<file path="config.mk">
export PLATFORM = sky130hd
export DESIGN_NAME = prog_word_loader
export DESIGN_NICKNAME = d
export VERILOG_FILES = /design/src/rtl/prog_word_loader.sv
export SDC_FILE = /design/constraint.sdc
export NUM_CORES = 1
export LEC_CHECK = 0
export ABC_AREA = 1
export BUFFER_PORTS_ARGS = -buffer_cell sky130_fd_sc_hd__buf_2
export CORE_ASPECT_RATIO = 1.4
export CORE_UTILIZATION = 48
export DETAILED_ROUTE_END_ITERATION = 12
export HOLD_SLACK_MARGIN = 0.08
export PLACE_DENSITY = 0.72
export SYNTH_ARGS = -nofsm -noshare
export SYNTH_HDL_FRONTEND = slang
export SYNTH_SLANG_ARGS = --single-unit
</file>
<file path="constraint.sdc">
create_clock -name clkMem -period 2.3 [get_ports clkMem]
set_clock_uncertainty 0.2 [all_clocks]
set_input_delay 0.115 -clock clkMem [delete_from_list [all_inputs] [get_ports clkMem]]
set_output_delay 0.115 -clock clkMem [all_outputs]
set_load 0.03 [all_outputs]
</file>
<file path="src/rtl/prog_word_loader.sv">
// Byte-to-word program loader: packs a UART byte stream into memory words and
// writes them to consecutive addresses, otherwise passing the CPU port through.
module prog_word_loader #(
  parameter int BYTES_PER_WORD = 4,
  parameter int ADDR_W         = 10,
  parameter bit BIG_ENDIAN     = 1'b0
) (
  input  logic                        clkMem,
  input  logic                        rstn,
  input  logic [7:0]                  progData,
  input  logic                        progValid,
  input  logic                        progEn,
  input  logic [ADDR_W-1:0]           addrIn,
  input  logic [8*BYTES_PER_WORD-1:0] dataIn,
  input  logic [BYTES_PER_WORD-1:0]   weIn,
  input  logic                        enIn,
  output logic [ADDR_W-1:0]           addrOut,
  output logic [8*BYTES_PER_WORD-1:0] dataOut,
  output logic [BYTES_PER_WORD-1:0]   weOut,
  output logic                        enOut,
  output logic                        progBusy,
  output logic                        progDone,
  output logic [ADDR_W:0]             wordCount,
  output logic                        overflow
);

  localparam int W     = 8 * BYTES_PER_WORD;
  localparam int IDX_W = $clog2(BYTES_PER_WORD);
  localparam logic [IDX_W-1:0] LAST_IDX = IDX_W'(BYTES_PER_WORD - 1);

  typedef enum logic [1:0] {IDLE, COLLECT, WRITE, FLUSH} state_t;

  state_t                state, stateNext;
  logic                  progEnQ, validQ;
  logic [IDX_W-1:0]      byteIdx, byteIdxNext;
  logic [W-1:0]          asmWord, asmNext;
  logic [W-1:0]          wreg, wregNext;
  logic [BYTES_PER_WORD-1:0] wbe, wbeNext;
  logic [ADDR_W-1:0]     wordAddr, wordAddrNext;
  logic [ADDR_W:0]       wordCountNext;
  logic                  overflowNext;
  logic                  doneNext;
  logic                  accept;
  logic                  passThru;
  logic                  writeCyc;

  function automatic int laneOf(input int k);
    return BIG_ENDIAN ? (BYTES_PER_WORD - 1 - k) : k;
  endfunction

  function automatic logic [W-1:0] mergeByte(input logic [W-1:0] word,
                                             input logic [7:0] b,
                                             input logic [IDX_W-1:0] k);
    int sh;
    sh = 8 * laneOf(int'(k));
    return (word & ~(W'(8'hFF) << sh)) | (W'(b) << sh);
  endfunction

  function automatic logic [BYTES_PER_WORD-1:0] filledLanes(input logic [IDX_W-1:0] n);
    logic [BYTES_PER_WORD-1:0] be;
    be = '0;
    for (int i = 0; i < BYTES_PER_WORD; i++) begin
      if (i < int'(n)) be = be | (BYTES_PER_WORD'(1) << laneOf(i));
    end
    return be;
  endfunction

  // Strobe edge detection: one byte per rising edge of progValid, and never
  // in the cycle where progEn itself rises.
  assign accept = progValid & ~validQ & progEn & progEnQ &
                  ((state == COLLECT) || (state == WRITE));

  always_comb begin
    stateNext     = state;
    byteIdxNext   = byteIdx;
    asmNext       = asmWord;
    wregNext      = wreg;
    wbeNext       = wbe;
    wordAddrNext  = wordAddr;
    wordCountNext = wordCount;
    overflowNext  = overflow;
    doneNext      = 1'b0;

    if (accept) begin
      if (byteIdx == LAST_IDX) begin
        wregNext    = mergeByte(asmWord, progData, byteIdx);
        wbeNext     = '1;
        byteIdxNext = '0;
        asmNext     = '0;
      end else begin
        asmNext     = mergeByte(asmWord, progData, byteIdx);
        byteIdxNext = byteIdx + 1'b1;
      end
    end

    case (state)
      IDLE: begin
        if (progEn && !progEnQ) begin
          stateNext     = COLLECT;
          wordAddrNext  = '0;
          byteIdxNext   = '0;
          asmNext       = '0;
          wordCountNext = '0;
          overflowNext  = 1'b0;
        end
      end
      COLLECT: begin
        if (accept && (byteIdx == LAST_IDX)) begin
          stateNext = WRITE;
        end else if (!progEn) begin
          if (byteIdx != '0) begin
            stateNext = FLUSH;
            wregNext  = asmWord;
            wbeNext   = filledLanes(byteIdx);
          end else begin
            stateNext = IDLE;
            doneNext  = 1'b1;
          end
        end
      end
      WRITE, FLUSH: begin
        wordAddrNext  = wordAddr + 1'b1;
        wordCountNext = wordCount + 1'b1;
        if (wordAddr == '1) overflowNext = 1'b1;
        if (state == FLUSH) begin
          stateNext = IDLE;
          doneNext  = 1'b1;
        end else if (progEn) begin
          stateNext = COLLECT;
        end else if (byteIdx != '0) begin
          stateNext = FLUSH;
          wregNext  = asmWord;
          wbeNext   = filledLanes(byteIdx);
        end else begin
          stateNext = IDLE;
          doneNext  = 1'b1;
        end
      end
      default: stateNext = IDLE;
    endcase
  end

  always_ff @(posedge clkMem or negedge rstn) begin
    if (!rstn) begin
      state     <= IDLE;
      progEnQ   <= 1'b0;
      validQ    <= 1'b0;
      byteIdx   <= '0;
      asmWord   <= '0;
      wreg      <= '0;
      wbe       <= '0;
      wordAddr  <= '0;
      wordCount <= '0;
      overflow  <= 1'b0;
      progDone  <= 1'b0;
    end else begin
      state     <= stateNext;
      progEnQ   <= progEn;
      validQ    <= progValid;
      byteIdx   <= byteIdxNext;
      asmWord   <= asmNext;
      wreg      <= wregNext;
      wbe       <= wbeNext;
      wordAddr  <= wordAddrNext;
      wordCount <= wordCountNext;
      overflow  <= overflowNext;
      progDone  <= doneNext;
    end
  end

  // Port ownership: the CPU keeps the port only while idle with programming off.
  assign passThru = (state == IDLE) && !progEn;
  assign writeCyc = (state == WRITE) || (state == FLUSH);

  always_comb begin
    addrOut  = wordAddr;
    dataOut  = wreg;
    weOut    = '0;
    enOut    = 1'b0;
    progBusy = rstn & ~passThru;
    if (passThru) begin
      addrOut = addrIn;
      dataOut = dataIn;
      weOut   = weIn;
      enOut   = enIn;
    end else if (writeCyc) begin
      weOut = wbe;
      enOut = 1'b1;
    end
  end

endmodule

</file>
==> impl_results.md <==
* Detail-routed net length per standard cell at 15.1 um
* TritonCTS clock tree: yes
* Fraction of synthesis flops using an asynchronous set or reset pin at 100%
* Endpoint arrival time on the critical path at 1910 ps
* Initial Util at 49.3%
* FF+latch area at 0.00243 mm^2
* Slew HR at 63.4%
* Final setup slack of the worst path at 71.9 ps
* Number of filler instances in the final layout at 1154
* Largest net degree at the start of global routing at 98
* Vert. Die Dim at 133 um
* Number of hold violations in the final report at 0
* MaxCap Viol Count at 0
* Number of buffers added by the clock tree synthesis step at 9
* Estimated wirelength of the detail-placed design at 11600 um
* Tightest Pin Transition at 548 ps
* DRC violations left at 0
* Global-route wire length before repair at 26900 um
* Number of violations reported at the end of detailed-routing iteration 0 at 372
* Overflow left after global routing at 0
* Gp weighted congestion at 0.842
* Insertion delay of the later-clocked pin in the worst-skew pair at 350 ps
* Yosys top cell area share at 41.4%
* Status: complete, no violations
* Pins Over Slew Limit at 0
* Highest ir drop seen on vdd at 852 uV
* Number of cells in the design after placement at 1069
* Maximum operating frequency at 0.449 GHz
* P per Cell Area at 1210 mW/mm^2
* Setup crit start kind: flip-flop
* Final Power at 0.00888 W
* GRT Util Overall at 27.3%
* Most frequent cell after synthesis: sky130_fd_sc_hd__nand2_1
* Sinks on Clock Net at 97
* Internal power consumption at 0.00461 W
* Initial antenna violation count at 0
* Rows at 47
* Post-synth cell types at 32
* Top flip-flop cell by instance count after synthesis: sky130_fd_sc_hd__dfrtp_1
* Sequential share of power at 27.6%
* Area overhead of the layout relative to synthesis at 25.1%
* Share of post-route cells with drive strength above 1 at 20.6%
* Diode insertion count for antenna repair at 0
* CTS H-tree lvls at 3
* Number of buffer cells added on primary ports at 119
* Setup repair after global routing missed its margin: true
* Worst slack at placement at 40.7 ps
* Vias in the first global route at 5761
* Mapped Cells at 815
* Reported leakage power at 3.64 nW
* Required time of the critical path at 1990 ps
* Type of the tightest min-delay check: input pin to async pin
* Worst setup path category: flip-flop to primary output
* Clock transition time at the flip-flop clock pins of the worst setup and hold paths at 70 ps
* Average vias per placed instance at 5.47
* Footprint of the multi-input gates at 0.00289 mm^2
* YS warnings at 0
* Clock power frac at 16.2%
* CTS max path bufs at 2
* Part of the power in combinational logic at 56.2%
* Number of setup violations in the final report at 0
* Via count at 6042
* Die outline area at 0.0127 mm^2
* Die width at 95.4 um
* Post-route clock period utilization at 96.9%
* Maximum net fanout on the critical path at 18
* Largest area contributor in the netlist: sky130_fd_sc_hd__dfrtp_1
* Post-synth top cells: sky130_fd_sc_hd__nand2_1, sky130_fd_sc_hd__dfrtp_1, sky130_fd_sc_hd__inv_1, sky130_fd_sc_hd__o21ai_0, sky130_fd_sc_hd__nor2_1
* Final period demand of the worst path at 2230 ps
* Top-Level Pins at 120
* Kind of end point of the critical path: primary output
* Switching power as a share of total power at 48.2%
* Number of nets in the final layout at 1024
* Top post-synthesis cells by area: sky130_fd_sc_hd__dfrtp_1, sky130_fd_sc_hd__nand2_1, sky130_fd_sc_hd__o21ai_0
* Drt total wl at 16700 um
* Sequential fraction of the synthesis area at 41.4%
* Nets in the synthesized netlist at 886
* Core footprint at 0.0119 mm^2
* Antenna Nets Post-Route at 0
* Post-Syn Area per Cell at 7.19 um^2
* DR pass1 iterations at 5
* Synthesized flop and latch total at 97
* Clock tree root buffer cell: sky130_fd_sc_hd__clkbuf_16
* EDFF count, synth at 0
* Worst hold margin at 153 ps
* Post-synthesis cell area at 0.00586 mm^2
* Net switching power of the design at 0.00428 W
* Non-Filler Instances at 1105
==> cells in the final DEF (no fill, tap or decap), types with 5 or more instances in the layout <==
master                          instances
sky130_fd_sc_hd__a21oi_1               15
sky130_fd_sc_hd__inv_1                 86
sky130_fd_sc_hd__o21ai_0               67
sky130_fd_sc_hd__clkbuf_16             10
sky130_fd_sc_hd__a31oi_1               10
sky130_fd_sc_hd__dlygate4sd3_1         11
sky130_fd_sc_hd__ha_1                  11
sky130_fd_sc_hd__a211oi_1              17
sky130_fd_sc_hd__nor3_1                18
sky130_fd_sc_hd__buf_2                110
sky130_fd_sc_hd__nand4_1               12
sky130_fd_sc_hd__o211ai_1              25
sky130_fd_sc_hd__nor2_1                65
sky130_fd_sc_hd__nand3_1               57
sky130_fd_sc_hd__o22ai_1               16
sky130_fd_sc_hd__buf_12                 8
sky130_fd_sc_hd__dfrtp_1               97
sky130_fd_sc_hd__buf_4                 41
sky130_fd_sc_hd__a32oi_1                5
sky130_fd_sc_hd__nand2_1              226
sky130_fd_sc_hd__o21bai_1               8
==> layer usage <==
metal  share of wire (%)  track usage, %
met4                 3.5            13.4
met1                  40            32.5
met2                  51            46.9
met5                   0               0
met3                 5.3            4.31
==> worst paths after layout <==
check	start	endpoint	slack, ps	cells after the start
setup / recovery	state[0]$_DFFE_PN0P_	dataOut[13]	70	9
hold / removal	rstn	wordCount[9]$_DFFE_PN0P_	150	3
setup reg to reg	state[1]$_DFFE_PN0P_	wreg[12]$_DFF_PN0_	130	10
hold reg to reg	asmWord[27]$_DFF_PN0_	asmWord[27]$_DFF_PN0_	300	2
max in group asynchronous	rstn	wordCount[6]$_DFFE_PN0P_	1300	3
min in group clkMem	progValid	validQ$_DFF_PN0_	260	2
==> logic make-up (layout without fill, tap and decap cells) <==
logic type	count (synthesis)	after routing	share of synthesized area, %
AND/OR/NAND/NOR	394	394	28.4
AO/OA/AOI/OAI	170	170	17.8
flip-flops	97	97	41.4
adder cells (fa/ha/maj)	12	12	2.56
buffers and inverters	142	285	9.78
==> through the flow <==
step	utilization [%]	cell area [um^2]	setup TNS, ps
3_3_place_gp	56.9	6760	0
6_report	61.7	7330	0
3_5_place_dp	56.9	6760	0
2_1_floorplan	-	5860	0
5_1_grt	61.7	7330	-74.4
4_1_cts	60.6	7200	0
==> power by group through the flow <==
stage	Clock (W)	Combinational (W)	Sequential (W)
final	0.00144	0.00499	0.00245
after global routing	0.00153	0.00546	0.00251
after CTS	0.00146	0.00476	0.00245
after detailed placement	0	0.00465	0.00248
after global placement	0	0.00460	0.00247
after floorplan	0	0.00311	0.00253
==> state kept, by name (all words and copies together) (netlist names) <==
| name | count |
|---|---|
| validQ | 1 |
| state | 2 |
| progDone | 1 |
| wordCount | 11 |
| byteIdx | 2 |
| wordAddr | 10 |
| wreg | 32 |
| overflow | 1 |
| wbe | 4 |
| progEnQ | 1 |
| asmWord | 32 |
==> final cells by class <==
class / count / share of cell area, %
multi-input combinational: 576 / 39.4
sequential: 97 / 33.1
timing repair buffer: 174 / 16.2
inverter: 95 / 5.02
clock buffer: 14 / 3.60
tap: 147 / 2.51
clock inverter: 2 / 0.171
==> repair_timing <==
action                                  in CTS  in global routing
pin swaps                                    2                  3
gates cloned                                 0                  1
endpoints found under the setup margin      33                 68
resized for setup                           10                 17
hold endpoints to repair                   128                  0
hold buffers                                11                  0
setup buffers                                1                  7
==> worst max-delay path, cell delays in order, from the launching register on <==
cell,delay (ps)
sky130_fd_sc_hd__dfrtp_1,390
sky130_fd_sc_hd__inv_2,100
sky130_fd_sc_hd__ha_4,140
sky130_fd_sc_hd__inv_1,70
sky130_fd_sc_hd__nor2_4,170
sky130_fd_sc_hd__buf_12,150
sky130_fd_sc_hd__buf_8,150
sky130_fd_sc_hd__nand2_1,50
sky130_fd_sc_hd__o21ai_1,140
sky130_fd_sc_hd__buf_4,210
Power figures use the tool's default switching activity.
